### config.mk
export PLATFORM = sky130hd
export DESIGN_NAME = uart_tx
export DESIGN_NICKNAME = d
export VERILOG_FILES = /design/src/rtl/uart_pkg.sv /design/src/rtl/uart_tx_bit_timer.sv /design/src/rtl/uart_tx.sv
export SDC_FILE = /design/constraint.sdc
export NUM_CORES = 1
export LEC_CHECK = 0
export BUFFER_PORTS_ARGS = -buffer_cell sky130_fd_sc_hd__buf_4
export CAP_MARGIN = 20
export CORE_ASPECT_RATIO = 0.9
export CORE_MARGIN = 2
export CORE_UTILIZATION = 58
export DETAILED_ROUTE_END_ITERATION = 7
export PLACE_DENSITY_LB_ADDON = 0.05
export REMOVE_ABC_BUFFERS = 1
export SETUP_SLACK_MARGIN = 0.2
export SKIP_CTS_REPAIR_TIMING = 1
export SLEW_MARGIN = 20
export SYNTH_ARGS = -nofsm -noshare
export SYNTH_HDL_FRONTEND = slang
export SYNTH_SLANG_ARGS = --single-unit
export TNS_END_PERCENT = 1
### constraint.sdc
create_clock -name clk -period 2.9 [get_ports clk]
set_input_delay 0 -clock clk [delete_from_list [all_inputs] [get_ports clk]]
set_output_delay 0 -clock clk [all_outputs]
set_load 0.02 [all_outputs]
### src/rtl/uart_pkg.sv
// uart_pkg: state encoding and frame constants shared by the UART transmit and receive sides
package uart_pkg;

    localparam int DATA_BITS            = 8;
    localparam int DEFAULT_DELAY_COUNTS = 5210;

    typedef enum logic [2:0] {
        ST_IDLE,
        ST_START,
        ST_DATA,
        ST_PARITY,
        ST_STOP
    } uart_state_t;

    function automatic logic parity_of(input logic [DATA_BITS-1:0] data, input logic odd);
        return (^data) ^ odd;
    endfunction

endpackage

### src/rtl/uart_tx_bit_timer.sv
// uart_tx_bit_timer: counts clk cycles within one bit time; bit_end marks the last cycle of the bit
module uart_tx_bit_timer import uart_pkg::*; #(
    parameter int DELAY_COUNTS = DEFAULT_DELAY_COUNTS
) (
    input  logic clk,
    input  logic rst,
    input  logic clear,
    output logic bit_end
);

    localparam int CW = (DELAY_COUNTS > 1) ? $clog2(DELAY_COUNTS) : 1;

    logic [CW-1:0] r_count;

    assign bit_end = (r_count == CW'(DELAY_COUNTS - 1));

    // Count 0..DELAY_COUNTS-1, wrapping at each bit boundary and held at zero while cleared
    always_ff @(posedge clk) begin
        if (rst || clear || bit_end) r_count <= '0;
        else                         r_count <= r_count + CW'(1);
    end

endmodule

### src/rtl/uart_tx.sv
// uart_tx: 8N1 UART transmitter; define UART_TX_PARITY_EN to add a parity bit (8E1/8O1)
module uart_tx import uart_pkg::*; #(
    parameter int DELAY_COUNTS = DEFAULT_DELAY_COUNTS,
    parameter int PARITY_ODD   = 0
) (
    input  logic                 clk,
    input  logic                 rst,
    input  logic [DATA_BITS-1:0] tx_data,
    input  logic                 tx_valid,
    output logic                 tx_ready,
    output logic                 tx,
    output logic                 tx_done
);

    uart_state_t          r_state;
    logic [DATA_BITS-1:0] r_shift;
    logic [2:0]           r_bit_idx;
    logic                 r_tx;
    logic                 r_tx_ready;
    logic                 w_bit_end;
    logic                 w_clear;
    logic                 w_accept;
`ifdef UART_TX_PARITY_EN
    logic                 r_parity;
`endif

    assign w_accept = tx_valid && r_tx_ready;
    assign w_clear  = (r_state == ST_IDLE);
    assign tx       = r_tx;
    assign tx_ready = r_tx_ready;
    assign tx_done  = (r_state == ST_STOP) && w_bit_end;

    uart_tx_bit_timer #(
        .DELAY_COUNTS(DELAY_COUNTS)
    ) u_bit_timer (
        .clk    (clk),
        .rst    (rst),
        .clear  (w_clear),
        .bit_end(w_bit_end)
    );

    // Parity selector is a 0/1 flag; it only changes the line when the parity bit is compiled in
    always_ff @(posedge clk) begin
        assert (PARITY_ODD == 0 || PARITY_ODD == 1);
    end

    // Frame sequencer: latch the byte, walk START/DATA/(PARITY)/STOP, drive the line from a register
    always_ff @(posedge clk) begin
        if (rst) begin
            r_state    <= ST_IDLE;
            r_shift    <= '0;
            r_bit_idx  <= '0;
            r_tx       <= 1'b1;
            r_tx_ready <= 1'b1;
`ifdef UART_TX_PARITY_EN
            r_parity   <= 1'b0;
`endif
        end else begin
            case (r_state)
                ST_IDLE: begin
                    if (w_accept) begin
                        r_state    <= ST_START;
                        r_shift    <= tx_data;
                        r_tx       <= 1'b0;
                        r_tx_ready <= 1'b0;
`ifdef UART_TX_PARITY_EN
                        r_parity   <= parity_of(tx_data, PARITY_ODD != 0);
`endif
                    end
                end
                ST_START: begin
                    if (w_bit_end) begin
                        r_state <= ST_DATA;
                        r_tx    <= r_shift[0];
                        r_shift <= r_shift >> 1;
                    end
                end
                ST_DATA: begin
                    if (w_bit_end) begin
                        if (r_bit_idx == 3'd7) begin
                            r_bit_idx <= '0;
`ifdef UART_TX_PARITY_EN
                            r_state   <= ST_PARITY;
                            r_tx      <= r_parity;
`else
                            r_state   <= ST_STOP;
                            r_tx      <= 1'b1;
`endif
                        end else begin
                            r_bit_idx <= r_bit_idx + 3'd1;
                            r_tx      <= r_shift[0];
                            r_shift   <= r_shift >> 1;
                        end
                    end
                end
`ifdef UART_TX_PARITY_EN
                ST_PARITY: begin
                    if (w_bit_end) begin
                        r_state <= ST_STOP;
                        r_tx    <= 1'b1;
                    end
                end
`endif
                ST_STOP: begin
                    if (w_bit_end) begin
                        r_state    <= ST_IDLE;
                        r_tx_ready <= 1'b1;
                    end
                end
                default: begin
                    r_state    <= ST_IDLE;
                    r_tx       <= 1'b1;
                    r_tx_ready <= 1'b1;
                end
            endcase
        end
    end

endmodule

==> results of run 1 <==
registers in the layout (all words and copies together) (netlist names):
register             cells
r_state                  3
u_bit_timer.r_count     13
r_bit_idx                3
r_shift                  8
tx                       1
tx_ready                 1
area by class of cell:
cell class                 count  area [µm²]  area share
tap                           28        35.0      0.0208
timing repair buffer          15         115      0.0683
multi-input combinational    137         881       0.523
sequential                    29         581       0.344
clock buffer                   7        55.1      0.0327
inverter                       5        18.8      0.0111
where the power goes:
part,leakage (nW),switching [mW],internal (mW)
Sequential,0.236,0.0128,0.415
Clock,0.0314,0.128,0.114
Combinational,0.349,0.0555,0.0569
Total,0.616,0.196,0.586
logic make-up after synthesis:
group                      synth area share
AOI/OAI and AO/OA                     0.143
DFF                                   0.378
adders and majority gates            0.0326
muxes                                0.0749
buffers and inverters                0.0489
xor gates and xnor gates             0.0741
and+or+nand+nor                       0.248
final timing paths:
check / endpoint / cells past startpoint / slack [ns]
min: r_bit_idx[2] / 2 / 0.04
max reg2reg: r_shift[4] / 4 / 0.64
max: r_shift[4] / 4 / 0.64
min reg2reg: u_bit_timer.r_count[0] / 1 / 0.48
stage by stage:
| stage | area (µm²) | hold slack, ns | util | std cells |
|---|---|---|---|---|
| 3_5_place_dp | 1620 | 0.356 | 0.651 | 213 |
| 3_3_place_gp | 1620 | 0.344 | 0.651 | 213 |
| 2_1_floorplan | 1480 | 0.0691 | - | 171 |
| 4_1_cts | 1680 | 0.00924 | 0.673 | 220 |
| 6_report | 1690 | 0.0366 | 0.677 | 221 |
| 5_1_grt | 1690 | 0.0383 | 0.677 | 221 |
metal layers:
metal / track usage / part of all wire / vias to the layer above
li1: - / - / 663
met1: 0.277 / 0.46 / 601
met2: 0.356 / 0.48 / 25
met5: 0 / 0 / -
met4: 0.0775 / 0.016 / 0
met3: 0.0914 / 0.052 / 7
Yosys cell counts (all sizes together) (3+ instances only):
master | number | share of area
dfxtp | 29 | 0.38
nor2 | 23 | 0.056
a21oi | 17 | 0.055
nand3 | 15 | 0.049
clkbuf | 8 | 0.020
nand2 | 8 | 0.020
o21ai | 8 | 0.026
xnor2 | 8 | 0.046
mux2 | 7 | 0.068
nor2b | 7 | 0.029
nor3 | 6 | 0.020
xor2 | 5 | 0.029
ha | 4 | 0.033
inv | 4 | 0.0098
nand4 | 4 | 0.016
buf | 3 | 0.017
nor4 | 3 | 0.012
o31ai | 3 | 0.015
or3 | 3 | 0.012
==> flow_summary.toml, run 1 <==
[cts]
cts_max_path_buffers = 2
cts_tree = "yes"
root_buffer = "clkbuf_4"
cts.reportedPaths.clkPinSlew_ns = 0.08
clock_latency_ns = 0.32
htree_levels = 2
numCtsBuffers = 5
clock_sinks = 29

[critical_path]
crit_path_top_delay_cell = "or4b_4"
critPathArrivalTime_ns = 2.48
crit_start = "u_bit_timer.r_count[8]"
crit_path_end_kind = "flop"
slowest_delay_ns = 0.55
critPathTopFamily = "simple AND/OR/NAND/NOR gates"
cp.buffers_inverters = 0
start_kind = "flop"
required_ns = 3.12
crit_chain = "or4b_4 -> or3_1 -> a21o_1 -> mux2_4"
cp_max_fo = 9
worst_r2r_startpoint = "u_bit_timer.r_count[8]"
crit_type = "reg2reg"

[synthesis]
yosysWarnings = 0
avgSynthCellArea_um2 = 8.44
synthArstFlopShare = 0
syn_area_mm2 = 0.00154
yosys_most_used_dff = "dfxtp_1"
synth_enable_flop_cells = 0
synthDistinctLibCells = 35
syn_inst = 182
synth_seq_cells = 29
yosysSeqAreaShare = 0.378

[die]
core_mm2 = 0.00249
die_h_um = 52.8
dieArea_mm2 = 0.00308
io_pins = 14
rows = 17
start_util = 0.617
fp.dieW_um = 58.3

[power_and_ir_drop]
ir_drop_mv = 0.363
total_power_mw = 0.782
powerDensity_mw_per_mm2 = 464
p_leak_nw = 0.616

[outcome]
status = "completed"

[grt]
overflow = 0
grtUsageTotal = 0.225
grt_pass1_vias = 1168
antenna_found_initial = 0
grt_start_max_net_pins = 27
grt_pass1_wl_um = 5070

[routing]
vias = 1296
drtPass1Iterations = 4
drc = 0
drtIter0Drc = 53
drtAntennaViolNets = 0
wl_per_cell_um = 13.9
avgViaCountPerCell = 5.86
wl_um = 3080

[min_path]
min-delay-start = "rst"
hp-class = "in2reg"

[place]
gp_congestion = 0.862
hpwl_um = 2070
port_buffers = 13
dpl_worst_slack_ns = 0.665

[finish]
num-nets-final = 208
mostFrequentLayoutCells = "29 x dfxtp_1, 23 x nor2_1, 17 x a21oi_1, 15 x nand3_1, 14 x buf_4"
drive_gt1_frac = 0.150
final_common_cell = "dfxtp_1"
diodes = 0
fillerInstances = 214
area_delta_synth_final_pct = 9.69

[timing]
setup_slack_ns = 0.635
finalCritPeriodShare = 0.781
min_period_ns = 2.26
rsz0062_at_grt = "no"
tns_ns = 0
worstMarginPinSlew_ns = 0.642
slew_headroom = 0.568
finalSetupViolCount = 0
hold_viol_final = 0
clock-skew-final_ns = 0.00285
max_freq_mhz = 442
drv_slew = 0

[flow_run]
drv_cap = 0
Note: power is estimated with default switching activity, not from simulation.
==> inputs of run 2 (changes only) <==
--- a/config.mk
+++ b/config.mk
@@ -9,7 +9,7 @@
 export CAP_MARGIN = 20
 export CORE_ASPECT_RATIO = 0.9
 export CORE_MARGIN = 2
-export CORE_UTILIZATION = 58
+export CORE_UTILIZATION = 52
 export DETAILED_ROUTE_END_ITERATION = 7
 export PLACE_DENSITY_LB_ADDON = 0.05
 export REMOVE_ABC_BUFFERS = 1
==> constraint.sdc (replaced) <==
create_clock -name clk -period 2 [get_ports clk]
set_input_delay 0 -clock clk [delete_from_list [all_inputs] [get_ports clk]]
set_output_delay 0 -clock clk [all_outputs]
set_load 0.02 [all_outputs]
==> run 2 against run 1 <==
Compared with the run above:
- clock skew up 0.0054 ns
- sequential power up 44%
- via count up 5.9%
- non-clock buffer count up 23
- routed wire length up 4.8%
- maximum frequency up 16%
- worst hold slack worse by 0.033 ns
- die area up 11%
- highest routed layer unchanged
==> flow_summary.toml, run 2 (same netlist as run 1, synthesis figures left out) <==
[critical_path]
critPathArrivalTime_ns = 2.18
cp.buffers_inverters = 0
slowest_delay_ns = 0.53
required_ns = 2.22
crit_type = "reg2reg"
crit_path_end_kind = "flop"
critPathTopFamily = "simple AND/OR/NAND/NOR gates"
start_kind = "flop"
crit_path_top_delay_cell = "or4b_4"
crit_chain = "or4b_4 -> or3_4 -> a21o_4 -> mux2_4"
cp_max_fo = 8
path_depth = 4
ff2ff_path_depth = 4

[grt]
grt_pass1_vias = 1226
grt_pass1_wl_um = 5400
antenna_found_initial = 0
grt_start_max_net_pins = 27
overflow = 0
grtUsageTotal = 0.209

[place]
gp_congestion = 0.824
placed_cell_area_mm2 = 0.00181
port_buffers = 13
hpwl_um = 2300

[die]
io_pins = 14
core_mm2 = 0.00277
die_h_um = 55.6
fp.dieW_um = 61.3
dieArea_mm2 = 0.00341
start_util = 0.555
rows = 18

[outcome]
status = "completed"

[flow_run]
drv_cap = 0

[power_and_ir_drop]
power.switching_mw = 0.304
clockPowerShare = 0.335
p_int_mw = 0.901
pwr-share-comb = 0.152
p_leak_nw = 0.757
total_power_mw = 1.21
powerDensity_mw_per_mm2 = 619
swShare = 0.253
ir_drop_mv = 0.586
sequentialPowerShare = 0.513

[cts]
numCtsBuffers = 5
cts.reportedPaths.clkPinSlew_ns = 0.09
clock_latency_ns = 0.33
htree_levels = 2
root_buffer = "clkbuf_4"
cts_tree = "yes"
clock_sinks = 29
cts_max_path_buffers = 2

[routing]
wl_um = 3220
wl_per_cell_um = 12.5
drc = 0
drtPass1Iterations = 4
drtIter0Drc = 125
vias = 1372
avgViaCountPerCell = 5.34
drtAntennaViolNets = 0

[timing]
finalCritPeriodShare = 0.979
slew_headroom = 0.631
holdWs_ns = 0.00337
max_freq_mhz = 510
clock-skew-final_ns = 0.00828
min_period_ns = 1.96
drv_slew = 0
hold_viol_final = 0
rsz0062_at_grt = "yes"
worstMarginPinSlew_ns = 0.552
finalSetupViolCount = 0

[finish]
largest_reg_flops = 13
area_delta_synth_final_pct = 26.6
final_common_cell = "buf_4"
diodes = 0
largest-register = "u_bit_timer.r_count"
final_area_mm2 = 0.00195
drive_gt1_frac = 0.295
num-nets-final = 231
top_regs = "u_bit_timer.r_count: 13 flops, r_shift: 8 flops"
mostFrequentLayoutCells = "35 x buf_4, 27 x dfxtp_1, 22 x nor2_1, 16 x a21oi_1, 15 x nand3_1"

[min_path]
hp-class = "in2reg"
whs_path_depth = 4
run 2: changes by cell type in the layout (fill, tap and decap cells not counted), sizes merged:
cell,before,now
dlygate4sd3,1,0
buf,14,38
clkinv,1,2
run 2: power groups by stage:
stage	sequential (mW)	clock (mW)	combinational [mW]
after global placement	0.630	0	0.171
after CTS	0.618	0.413	0.177
after detailed placement	0.631	0	0.176
final	0.618	0.404	0.184
after global routing	0.621	0.441	0.202
after floorplan	0.638	0	0.101
run 2: worst paths after layout:
path / from / end / slack (ns)
worst max-delay path: u_bit_timer.r_count[2] / r_shift[3] / 0.04
worst min-delay path: tx_valid / r_state[1] / 0.003
worst max register to register: u_bit_timer.r_count[2] / r_shift[3] / 0.04
worst min register to register: r_bit_idx[2] / r_bit_idx[2] / 0.48
run 2: area by class of cell:
cell class / count / area, µm²
Multi-Input combinational cell: 137 / 918
Fill cell: 235 / 825
Sequential cell: 29 / 583
Timing Repair Buffer: 38 / 305
Clock buffer: 7 / 65.1
Tap cell: 40 / 50.0
Inverter: 5 / 18.8
Clock inverter: 1 / 5.00
run 2: tightest hold or removal path: stages:
cell and delay [ns]:
buf_4 0.09, nand3_1 0.07, o211ai_1 0.09, a21oi_1 0.05
run 2: metrics by stage:
step | setup slack (ns) | TNS [ns] | utilization | std cells
2_1_floorplan | -0.111 | -0.832 | - | 171
5_1_grt | 0.0144 | 0 | 0.702 | 257
6_report | 0.0411 | 0 | 0.702 | 257
3_5_place_dp | -0.0236 | -0.107 | 0.652 | 246
4_1_cts | -0.0271 | -0.164 | 0.677 | 254
3_3_place_gp | 0.00885 | 0 | 0.652 | 246
run 2: metal layers:
metal / share of wire / wire length [µm] / track usage
met1: 0.50 / 1620 / 0.283
met4: 0.012 / 40 / 0.0652
met2: 0.44 / 1420 / 0.310
met3: 0.045 / 145 / 0.0698
met5: 0 / 0 / 0
==> inputs of run 3 (changes only) <==
--- a/config.mk
+++ b/config.mk
@@ -9,7 +9,7 @@
 export CAP_MARGIN = 20
 export CORE_ASPECT_RATIO = 0.9
 export CORE_MARGIN = 2
-export CORE_UTILIZATION = 52
+export CORE_UTILIZATION = 30
 export DETAILED_ROUTE_END_ITERATION = 7
 export PLACE_DENSITY_LB_ADDON = 0.05
 export REMOVE_ABC_BUFFERS = 1
==> run 3 against run 2 <==
Compared with the run above:
- register-to-register slack is essentially flat
- critical path depth is the same
- combinational power is essentially flat
- maximum frequency grew 0.28%
- first-iteration DRC count shrank 25%
- non-clock buffer count is the same
- sequential share of layout area shrank 0.50 points
- power grew 7.6%
- sequential cell count is the same
- die area grew 68%
- worst setup slack gained 0.0054 ns
==> flow_summary.toml, run 3 (same netlist as run 1, synthesis figures left out) <==
[timing]
finalSetupViolCount = 0
max_freq_mhz = 512
finalCritPeriodShare = 0.977
slew_headroom = 0.774
tns_ns = 0
setup_slack_ns = 0.0465
min_period_ns = 1.95
rsz0062_at_grt = "yes"
worstMarginPinSlew_ns = 0.335
holdWs_ns = 0.0644
hold_viol_final = 0
drv_slew = 0
clock-skew-final_ns = 0.00540

[grt]
grt_start_max_net_pins = 27
grt_pass1_wl_um = 6060
grtUsageTotal = 0.138
grt_pass1_vias = 1236
overflow = 0
antenna_found_initial = 0

[cts]
numCtsBuffers = 5
clock_latency_ns = 0.28
htree_levels = 2
cts.reportedPaths.clkPinSlew_ns = 0.06
root_buffer = "clkbuf_8"
clock_sinks = 29
cts_max_path_buffers = 2
cts_tree = "yes"

[finish]
final_common_cell = "buf_4"
fin_cells = 281
top_regs = "u_bit_timer.r_count: 13 flops, r_shift: 8 flops"
mostFrequentLayoutCells = "36 x buf_4, 28 x dfxtp_1, 22 x nor2_1, 17 x a21oi_1, 15 x nand3_1"
diodes = 0
final_area_mm2 = 0.00197
fillerInstances = 499
drive_gt1_frac = 0.273
largest-register = "u_bit_timer.r_count"
num-nets-final = 231
area_delta_synth_final_pct = 28.5
largest_reg_flops = 13

[place]
placedCellCount = 274
placed_cell_area_mm2 = 0.00186
hpwl_um = 2580
port_buffers = 13
gp_congestion = 0.804
dpl_worst_slack_ns = -0.0326

[critical_path]
critPathArrivalTime_ns = 2.12
start_kind = "flop"
required_ns = 2.16
critPathTopFamily = "simple AND/OR/NAND/NOR gates"
crit_type = "reg2reg"
crit_chain = "or4b_4 -> or3_4 -> a21o_4 -> mux2_4"
cp.buffers_inverters = 0
crit_path_top_delay_cell = "or4b_4"
cp_max_fo = 8
crit_path_end_kind = "flop"
slowest_delay_ns = 0.53

[die]
fp.dieW_um = 79.4
die_h_um = 71.9
start_util = 0.314
dieArea_mm2 = 0.00571
core_mm2 = 0.00489
rows = 24
io_pins = 14

[power_and_ir_drop]
p_leak_nw = 0.760
ir_drop_mv = 0.342
powerDensity_mw_per_mm2 = 657

[outcome]
status = "completed"

[flow_run]
drv_cap = 0

[min_path]
hp-class = "in2reg"

[routing]
drc = 0
wl_per_cell_um = 12.8
drtPass1Iterations = 4
vias = 1363
wl_um = 3590
drtIter0Drc = 94
drtAntennaViolNets = 0
avgViaCountPerCell = 4.85
-- run 3: changes by cell type in the layout (fill, tap and decap cells not counted), sizes merged --
cell	previous run	this run
clkinv	2	1
-- run 3: worst paths after layout --
check,from,to,slack [ns],depth (start not counted)
hold reg to reg,r_bit_idx[2],r_bit_idx[2],0.49,2
setup / recovery,u_bit_timer.r_count[7],r_shift[3],0.05,4
hold / removal,tx_valid,r_state[1],0.06,4
setup reg to reg,u_bit_timer.r_count[7],r_shift[3],0.05,4
-- run 3: power breakdown --
part	total [mW]	switching [mW]	internal [mW]
clock network	0.491	0.218	0.273
logic	0.185	0.0875	0.0971
registers	0.621	0.0182	0.603
-- run 3: area by class of cell --
type	count	area, µm²	area share
Multi-Input combinational cell	137	905	0.458
Sequential cell	29	582	0.295
Timing Repair Buffer	38	302	0.153
Clock buffer	7	86.3	0.0437
Tap cell	65	81.3	0.0412
Inverter	5	18.8	0.00951
-- run 3: worst register-to-register path, stage by stage, from the launching register on --
cell and delay, ns:
dfxtp_1 0.31, or4b_4 0.53, or3_4 0.41, a21o_4 0.28
mux2_4 0.31
-- run 3: through the flow --
| step | util | power, mW |
|---|---|---|
| after floorplan | - | 0.739 |
| after global placement | 0.380 | 0.810 |
| after detailed placement | 0.380 | 0.812 |
| after CTS | 0.397 | 1.31 |
| after global routing | 0.403 | 1.35 |
| final | 0.403 | 1.30 |
-- run 3: routing by layer --
metal,vias to the layer above,share of wire,track usage
met5,-,0,0
met4,0,0.015,0.0575
met3,5,0.036,0.0373
met2,21,0.41,0.181
met1,629,0.53,0.208
li1,708,-,-
